## src/rtl/alu_share_arbiter_if.sv

```systemverilog
// Bundle of the two requester ports, the shared response bus and the external ALU drive.
// The arbiter connects through "slave"; requesters plus the ALU model connect through "master".
interface alu_share_arbiter_if #(
   parameter int unsigned WIDTH   = 64,
   parameter int unsigned CNTRL_W = 3
);
   localparam int unsigned FLAG_W = 4;

   // requester 0 (fetch / branch-target unit)
   logic               req0_valid;
   logic               req0_ready;
   logic [WIDTH-1:0]   req0_A;
   logic [WIDTH-1:0]   req0_B;
   logic [CNTRL_W-1:0] req0_cntrl;

   // requester 1 (execute stage)
   logic               req1_valid;
   logic               req1_ready;
   logic [WIDTH-1:0]   req1_A;
   logic [WIDTH-1:0]   req1_B;
   logic [CNTRL_W-1:0] req1_cntrl;

   // shared response bus, qualified per owner
   logic               resp0_valid;
   logic               resp0_ready;
   logic               resp1_valid;
   logic               resp1_ready;
   logic [WIDTH-1:0]   resp_result;
   logic [FLAG_W-1:0]  resp_flags;

   // external combinational ALU
   logic [WIDTH-1:0]   alu_A;
   logic [WIDTH-1:0]   alu_B;
   logic [CNTRL_W-1:0] alu_cntrl;
   logic [WIDTH-1:0]   alu_result;
   logic [FLAG_W-1:0]  alu_flags;

   modport slave (
      input  req0_valid, req0_A, req0_B, req0_cntrl,
      output req0_ready,
      input  req1_valid, req1_A, req1_B, req1_cntrl,
      output req1_ready,
      output resp0_valid, resp1_valid, resp_result, resp_flags,
      input  resp0_ready, resp1_ready,
      output alu_A, alu_B, alu_cntrl,
      input  alu_result, alu_flags
   );

   modport master (
      output req0_valid, req0_A, req0_B, req0_cntrl,
      input  req0_ready,
      output req1_valid, req1_A, req1_B, req1_cntrl,
      input  req1_ready,
      input  resp0_valid, resp1_valid, resp_result, resp_flags,
      output resp0_ready, resp1_ready,
      input  alu_A, alu_B, alu_cntrl,
      output alu_result, alu_flags
   );
endinterface

```

## src/rtl/alu_share_arbiter.sv

```systemverilog
// Round-robin sharing of one external combinational ALU between two requesters.
// One operation in flight at a time: accept (IDLE) -> compute (EXEC) -> hold result (RESP).
module alu_share_arbiter #(
   parameter int unsigned WIDTH   = 64,
   parameter int unsigned CNTRL_W = 3
) (
   input  logic               clk,
   input  logic               reset,
   alu_share_arbiter_if.slave bus,
   output logic               busy
);
   localparam int unsigned FLAG_W = 4;

   typedef enum logic [1:0] {
      IDLE = 2'd0,
      EXEC = 2'd1,
      RESP = 2'd2
   } state_t;

   typedef struct packed {
      logic [WIDTH-1:0]   a;
      logic [WIDTH-1:0]   b;
      logic [CNTRL_W-1:0] cntrl;
   } op_t;

   state_t            state;
   state_t            state_nxt;
   op_t               op_q;
   op_t               op_in_c;
   logic              last_grant;
   logic              owner;
   logic [WIDTH-1:0]  result_q;
   logic [FLAG_W-1:0] flags_q;
   logic              grant0_c;
   logic              grant1_c;
   logic              accept_c;
   logic              resp_done_c;

   // State register
   always_ff @(posedge clk) begin
      if (reset) begin
         state <= IDLE;
      end else begin
         state <= state_nxt;
      end
   end

   // Grant, handshake detection and next state
   always_comb begin
      state_nxt   = state;
      grant0_c    = 1'b0;
      grant1_c    = 1'b0;
      accept_c    = 1'b0;
      resp_done_c = 1'b0;
      op_in_c     = op_q;

      unique case (state)
         IDLE: begin
            // Tie goes to the port that did not win last time
            if (bus.req0_valid && bus.req1_valid) begin
               grant0_c = last_grant;
               grant1_c = ~last_grant;
            end else begin
               grant0_c = bus.req0_valid;
               grant1_c = bus.req1_valid;
            end
            accept_c = grant0_c | grant1_c;
            if (grant1_c) begin
               op_in_c = '{a: bus.req1_A, b: bus.req1_B, cntrl: bus.req1_cntrl};
            end else begin
               op_in_c = '{a: bus.req0_A, b: bus.req0_B, cntrl: bus.req0_cntrl};
            end
            if (accept_c) begin
               state_nxt = EXEC;
            end
         end
         EXEC: begin
            state_nxt = RESP;
         end
         RESP: begin
            resp_done_c = owner ? bus.resp1_ready : bus.resp0_ready;
            if (resp_done_c) begin
               state_nxt = IDLE;
            end
         end
         default: begin
            state_nxt = IDLE;
         end
      endcase
   end

   // Operand, ownership and result registers
   always_ff @(posedge clk) begin
      if (reset) begin
         op_q       <= '0;
         last_grant <= 1'b1;
         owner      <= 1'b0;
         result_q   <= '0;
         flags_q    <= '0;
      end else begin
         if (accept_c) begin
            op_q       <= op_in_c;
            owner      <= grant1_c;
            last_grant <= grant1_c;
         end
         if (state == EXEC) begin
            result_q <= bus.alu_result;
            flags_q  <= bus.alu_flags;
         end
      end
   end

   // ALU operands always come from the operand register, so they never glitch between ops
   assign bus.alu_A       = op_q.a;
   assign bus.alu_B       = op_q.b;
   assign bus.alu_cntrl   = op_q.cntrl;

   assign bus.req0_ready  = grant0_c;
   assign bus.req1_ready  = grant1_c;
   assign bus.resp0_valid = (state == RESP) && !owner;
   assign bus.resp1_valid = (state == RESP) && owner;
   assign bus.resp_result = result_q;
   assign bus.resp_flags  = flags_q;
   assign busy            = (state != IDLE);

endmodule

```

## src/flat_wrapper.sv

```systemverilog
// flat-port wrapper written by rule: the top's interface ports become plain ports
module alu_share_arbiter_flat 
#(
   parameter int unsigned WIDTH   = 64,
   parameter int unsigned CNTRL_W = 3
)
  (clk, reset, busy, bus_req0_valid, bus_req0_A, bus_req0_B, bus_req0_cntrl, bus_req0_ready, bus_req1_valid, bus_req1_A, bus_req1_B, bus_req1_cntrl, bus_req1_ready, bus_resp0_valid, bus_resp1_valid, bus_resp_result, bus_resp_flags, bus_resp0_ready, bus_resp1_ready, bus_alu_A, bus_alu_B, bus_alu_cntrl, bus_alu_result, bus_alu_flags);
  alu_share_arbiter_if #(.WIDTH(WIDTH), .CNTRL_W(CNTRL_W)) bus_i ();
  input  logic clk;
  input  logic reset;
  output logic busy;
  input wire logic [$bits(bus_i.req0_valid)-1:0] bus_req0_valid;
  input wire logic [$bits(bus_i.req0_A)-1:0] bus_req0_A;
  input wire logic [$bits(bus_i.req0_B)-1:0] bus_req0_B;
  input wire logic [$bits(bus_i.req0_cntrl)-1:0] bus_req0_cntrl;
  output wire logic [$bits(bus_i.req0_ready)-1:0] bus_req0_ready;
  input wire logic [$bits(bus_i.req1_valid)-1:0] bus_req1_valid;
  input wire logic [$bits(bus_i.req1_A)-1:0] bus_req1_A;
  input wire logic [$bits(bus_i.req1_B)-1:0] bus_req1_B;
  input wire logic [$bits(bus_i.req1_cntrl)-1:0] bus_req1_cntrl;
  output wire logic [$bits(bus_i.req1_ready)-1:0] bus_req1_ready;
  output wire logic [$bits(bus_i.resp0_valid)-1:0] bus_resp0_valid;
  output wire logic [$bits(bus_i.resp1_valid)-1:0] bus_resp1_valid;
  output wire logic [$bits(bus_i.resp_result)-1:0] bus_resp_result;
  output wire logic [$bits(bus_i.resp_flags)-1:0] bus_resp_flags;
  input wire logic [$bits(bus_i.resp0_ready)-1:0] bus_resp0_ready;
  input wire logic [$bits(bus_i.resp1_ready)-1:0] bus_resp1_ready;
  output wire logic [$bits(bus_i.alu_A)-1:0] bus_alu_A;
  output wire logic [$bits(bus_i.alu_B)-1:0] bus_alu_B;
  output wire logic [$bits(bus_i.alu_cntrl)-1:0] bus_alu_cntrl;
  input wire logic [$bits(bus_i.alu_result)-1:0] bus_alu_result;
  input wire logic [$bits(bus_i.alu_flags)-1:0] bus_alu_flags;
  assign bus_i.req0_valid = bus_req0_valid;
  assign bus_i.req0_A = bus_req0_A;
  assign bus_i.req0_B = bus_req0_B;
  assign bus_i.req0_cntrl = bus_req0_cntrl;
  assign bus_req0_ready = bus_i.req0_ready;
  assign bus_i.req1_valid = bus_req1_valid;
  assign bus_i.req1_A = bus_req1_A;
  assign bus_i.req1_B = bus_req1_B;
  assign bus_i.req1_cntrl = bus_req1_cntrl;
  assign bus_req1_ready = bus_i.req1_ready;
  assign bus_resp0_valid = bus_i.resp0_valid;
  assign bus_resp1_valid = bus_i.resp1_valid;
  assign bus_resp_result = bus_i.resp_result;
  assign bus_resp_flags = bus_i.resp_flags;
  assign bus_i.resp0_ready = bus_resp0_ready;
  assign bus_i.resp1_ready = bus_resp1_ready;
  assign bus_alu_A = bus_i.alu_A;
  assign bus_alu_B = bus_i.alu_B;
  assign bus_alu_cntrl = bus_i.alu_cntrl;
  assign bus_i.alu_result = bus_alu_result;
  assign bus_i.alu_flags = bus_alu_flags;
  alu_share_arbiter #(.WIDTH(WIDTH), .CNTRL_W(CNTRL_W)) u_core (.clk(clk), .reset(reset), .bus(bus_i), .busy(busy));
endmodule
```

## config.mk

```make
export PLATFORM = sky130hd
export DESIGN_NAME = alu_share_arbiter_flat
export DESIGN_NICKNAME = d
export VERILOG_FILES = /design/src/rtl/alu_share_arbiter_if.sv /design/src/rtl/alu_share_arbiter.sv /design/src/flat_wrapper.sv
export SDC_FILE = /design/constraint.sdc
export NUM_CORES = 1
export LEC_CHECK = 0
export BUFFER_PORTS_ARGS = -buffer_cell sky130_fd_sc_hd__buf_2
export CORE_AREA = 2 2 211 213
export DETAILED_ROUTE_END_ITERATION = 10
export DIE_AREA = 0 0 213 215
export HOLD_SLACK_MARGIN = 0.12
export PLACE_DENSITY = 0.53
export SYNTH_ARGS = -nofsm -noshare
export SYNTH_HDL_FRONTEND = slang
export SYNTH_SLANG_ARGS = --single-unit
```

## constraint.sdc

```tcl
create_clock -name clk -period 3.4 [get_ports clk]
set_input_delay 0.34 -clock clk [delete_from_list [all_inputs] [get_ports clk]]
set_output_delay 0.34 -clock clk [all_outputs]
set_load 0.1 [all_outputs]
```

* Word-level counts from Yosys, hierarchy flattened
Index checks and enable logic that the tools add are counted.
** Cells by class
- Equal/unequal tests :: 4
- Mux-type cells :: 12
- Bitwise logic cells :: 2
- Reductions and logical operators :: 8
** Operators by type and width (count)
- 2-to-1 mux 131 bit :: 1
- 2-to-1 mux 1 bit :: 8
- case mux 2 bit (3 select lines) :: 1
- 2-to-1 mux 2 bit :: 2
- != test 2 x 1 -> 1 bit, second input constant :: 2
- AND reduction 2 bit :: 2
- logical AND 1 bit :: 3
- == test 2 x 1 -> 1 bit, second input constant :: 1
- == test 2 bit, second input constant :: 1
- logical NOT 2 bit :: 1
- nonzero test 2 bit :: 1
- logical NOT 1 bit :: 1
- NOT 1 bit :: 1
- OR 1 bit :: 1
** Word-level totals
- Register bits after elaboration :: 203
- Output and inout bits :: 204
- Word-level logic and storage cells :: 34

* Logic depth before layout (Yosys ltp)
- Depth after elaboration :: 6
- Mapped depth :: 6

* Worst setup path before layout
Ideal clock, no wire load.
- Path kind :: register to output
- From :: reg u_core.state[1]
- To :: out bus_resp0_valid
- Arrival :: 2.641 ns
- Slack :: 0.419 ns
- Stages on the path, launching flop included :: 2
- Path buffers :: 0
- Path through :: dfxtp_1 nor3b_1
** On the way
- Word-level cells in the longest chain between the ends :: 2
** Ends and longest elaborated chain
- from (decl) :: line alu_share_arbiter.sv:26 : state_t state;
- from (signal assigned) :: line alu_share_arbiter.sv:44 : state <= state_nxt;
- == test 2 bit :: line alu_share_arbiter.sv:120 : assign bus.resp0_valid = (state == RESP) && !owner;
- logical AND 1 bit :: line alu_share_arbiter.sv:120
- to (decl) :: line flat_wrapper.sv:22 : output wire logic [$bits(bus_i.resp0_valid)-1:0] bus_resp0_valid;
No other way between the ends.

* Worst setup path in the final report
- From :: reg u_core.state[1]
- To :: reg u_core.op_q (netlist bit u_core.bus.alu_B[50])
** On the way
- Word-level cells in the longest chain between the ends :: 3
** Ends and longest elaborated chain
- logical NOT 2 bit (*) :: line alu_share_arbiter.sv:57 : unique case (state)
- 2-to-1 mux 1 bit :: line alu_share_arbiter.sv:57
- AND reduction 2 bit (no source line) (*)
- to (signal assigned) :: line alu_share_arbiter.sv:102 : op_q <= op_in_c;
- to (decl) :: line alu_share_arbiter.sv:28 : op_t op_q;
Every way passes the cells marked *; elsewhere a longest branch is shown, timed or not.
A chain may end at the register's enable or synchronous reset.

==> key figures <==
Floorplanning
  • Io pins: 540
  • Die Height: between 200 and 250 um
  • Row count: between 70 and 80
  • Die Width: about 210 um
  • Die area: about 46000 um^2
  • Initial Util: between 20 and 25%
  • CORE AREA: 43640 um^2

Setup path
  • CP peak stage delay: 650 ps
  • CP Data Required Time: between 3000 and 4000 ps
  • RR Endpoint: u_core.bus.alu_B[50]
  • R2R Path Start: u_core.state[1]
  • Setup Crit Path Kind: reg2reg
  • Register-to-Register Path Depth: 5
  • Slowest-stage cell, CP: buf_4
  • CP Data Arrival Time: between 2000 and 3000 ps
  • Critical path launch point type: register
  • Worst setup endpoint: u_core.bus.alu_B[50]
  • Crit path capture type: register
  • Worst path cell trace: nor2_4 -> buf_4 -> a21oi_1 -> a311oi_2 -> dlygate4sd3_1
  • R2R Setup Slk: ~900 ps
  • Worst-path fanout max: between 60 and 70
  • Crit path from: u_core.state[1]

CTS
  • H-tree levels: 1
  • Num CTS Buffers: 24
  • CTS clk-pin slew, worst paths: approximately 60 ps
  • Clk sinks: about 200
  • Clk_lat worst skew: approximately 520 ps
  • Root Driver: clkbuf_16
  • CTS tree: done
  • Clock Path Buffers: 3

STA
  • Least-Margin Pin Slew: roughly 1000 ps
  • Setup Skew: approximately 4.6 ps
  • Setup_tns: 0 ps
  • Tmin final: 2509 ps
  • # setup viols final: 0
  • Max frequency: ~400 MHz
  • RSZ-0062 raised after global routing: no
  • Period utilization: 73.81%
  • Min setup slack post-route: ~890 ps
  • Normalized max-slew margin: 33.91%
  • Final hold violations: 0
  • Slew Limit Fails: 0

Synth
  • Fraction of synthesized area in multiplexers: 0.1110%
  • Seq/Total Area, Yosys: 45.05%
  • #FFs+latches synth: a little over 200
  • Mean Syn Cell Area: 8.471 um^2
  • Synth Net Count: around 1400
  • Synthesized instance count: around 1100
  • Xor/xnor share of the synthesized area: 0%
  • Mapped cell area: 9021 um^2
  • Post-synthesis cell type count: 29
  • Main combinational cell family by area after synthesis: compound AO/OA/AOI/OAI gates
  • Synth Area in Simple Gates: ~18%
  • Warnings from Yosys: 0
  • Post-Synth Adder-Cell Area: 0%
  • Post-synthesis compound-gate area fraction: just over 30%

Routing
  • 1st-iter DRT viols: ~500
  • Antenna viol nets, final: 0
  • DR DRC count: 0
  • WL/cell: ~16 um
  • Routed wire length: roughly 39 mm
  • Via-per-instance ratio: between 4 and 5
  • Via count: 11010
  • Drt pass-1 iters: 5

Placed design
  • Setup Slack @ Placement: 1340 ps
  • Dpl cell area: between 10000 and 15000 um^2
  • DP HPWL: between 20 and 25 mm
  • RD Place Congestion: between 0.8 and 0.9
  • IO Port Bufs: roughly 540
  • Placed Cells incl. Taps: 2103

Pwr
  • Power Density: 570.9 nW/um^2
  • Peak VDD IR: between 0.3 and 0.4 mV
  • Pleak: 0.007377 uW
  • Total power: just over 9000 uW

Finish
  • Area of the multi-input gates: approximately 4400 um^2
  • Most frequent cells in the layout: buf_2, nand2_1, dlygate4sd3_1
  • FILL cells: between 4000 and 5000
  • Post-route cell area: about 16000 um^2
  • Commonest non-fill, non-tap cell in the layout: buf_2
  • Final #Nets: 2195
  • Finished Layout Cells: roughly 2500
  • Reg area: a little over 4000 um^2
  • Area delta synth->final: 79.03%
  • Diode count: 0
  • Share of cells above drive strength 1: ~37%

GRT
  • Pin count of the biggest net entering global routing: 110
  • Vias in the first global route: 11330
  • Antenna violations before repair: 2
  • Grt ovf: 0
  • First-pass GRT wire length: roughly 60 mm
  • Total Routing Usage GR: between 10% and 20%

Worst hold path
  • HP Class: in2reg

Outcome
  • Status: finished, final reports clean

Job
  • Max-cap violations: 0
worst max-delay path: cells and delay by family (launching register included):
kind	cells	cell delay, ps
compound gates	2	480
buf+inv	2	1230
flops	1	390
simple gates	1	260
per-layer routing:
layer | global-route usage [%] | vias to the layer above | wire length (um)
met2 | 28.96 | 480 | 18920
met5 | 0 | - | 24
met1 | 17.71 | 5132 | 15400
li1 | - | 5318 | -
met3 | 3.873 | 79 | 3299
met4 | 5.128 | 4 | 1059
state kept, by name (all words and copies together), names as in the netlist:
name / count
u_core.bus.alu_B: 64
u_core.state: 2
u_core.bus.alu_A: 64
u_core.owner: 1
u_core.bus.resp_result: 64
u_core.bus.resp_flags: 4
u_core.bus.alu_cntrl: 3
u_core.last_grant: 1
through the flow:
| stage | hold WS [ps] | util [%] |
|---|---|---|
| after floorplan | 476.0 | - |
| after global placement | 437.9 | 27.79 |
| after detailed placement | 444.3 | 27.79 |
| after CTS | 120.1 | 37.01 |
| after global routing | 133.8 | 37.01 |
| final | 145.3 | 37.01 |
cell type report:
class | instances | area share, %
repair buffers | 879 | 38.17
inverters | 2 | 0.04648
flip-flops and latches | 203 | 25.16
clock inverters | 6 | 0.5113
multi-input cells | 749 | 27.08
clock buffers | 36 | 4.439
well taps | 592 | 4.586
cell usage after synthesis, drive strengths merged:
cell	n	area share [%]
nor2	4	0.28
a21boi	1	0.21
buf	83	5.4
or2	1	0.069
nand2	400	17
o21ai	1	0.055
nor3b	1	0.083
nand3b	1	0.083
clkbuf	28	1.2
a221o	1	0.11
mux2i	1	0.11
nand2b	1	0.069
a21bo	1	0.11
and3b	1	0.097
nor2b	2	0.14
inv	2	0.083
a21oi	201	11
a311oi	131	19
nor3	1	0.055
dfxtp	203	45
how the worst min path moves through the flow:
stage / slack (ps) / from / cells after the start / end
global route: 130 / bus_alu_result[14] / 3 / u_core.bus.resp_result[14]
finish: 150 / bus_req1_B[12] / 3 / u_core.bus.alu_B[12]
detailed placement: 440 / u_core.bus.resp_flags[3] / 2 / u_core.bus.resp_flags[3]
floorplan: 480 / bus_alu_result[42] / 2 / u_core.bus.resp_result[42]
CTS: 120 / bus_req1_B[16] / 3 / u_core.bus.alu_B[16]
global placement: 440 / u_core.bus.resp_result[62] / 2 / u_core.bus.resp_result[62]
logic make-up after synthesis:
logic type | after synthesis
flops | 203
compound gates | 336
mux | 1
buf+inv | 113
simple gates | 412
report_power, final:
group	switching, uW	total, uW	internal (uW)	leakage [uW]
Clock	1050	2650	1600	0.000391
Sequential	140	2780	2640	0.00168
Combinational	2770	3790	1020	0.00531
Total	3970	9220	5260	0.00738
repair_timing:
item,4_1_cts,5_1_grt
hold buffers,322,0
hold endpoints to repair,198,0
buffers inserted,0,0
resized for setup,0,0
Power figures use the tool's default switching activity.
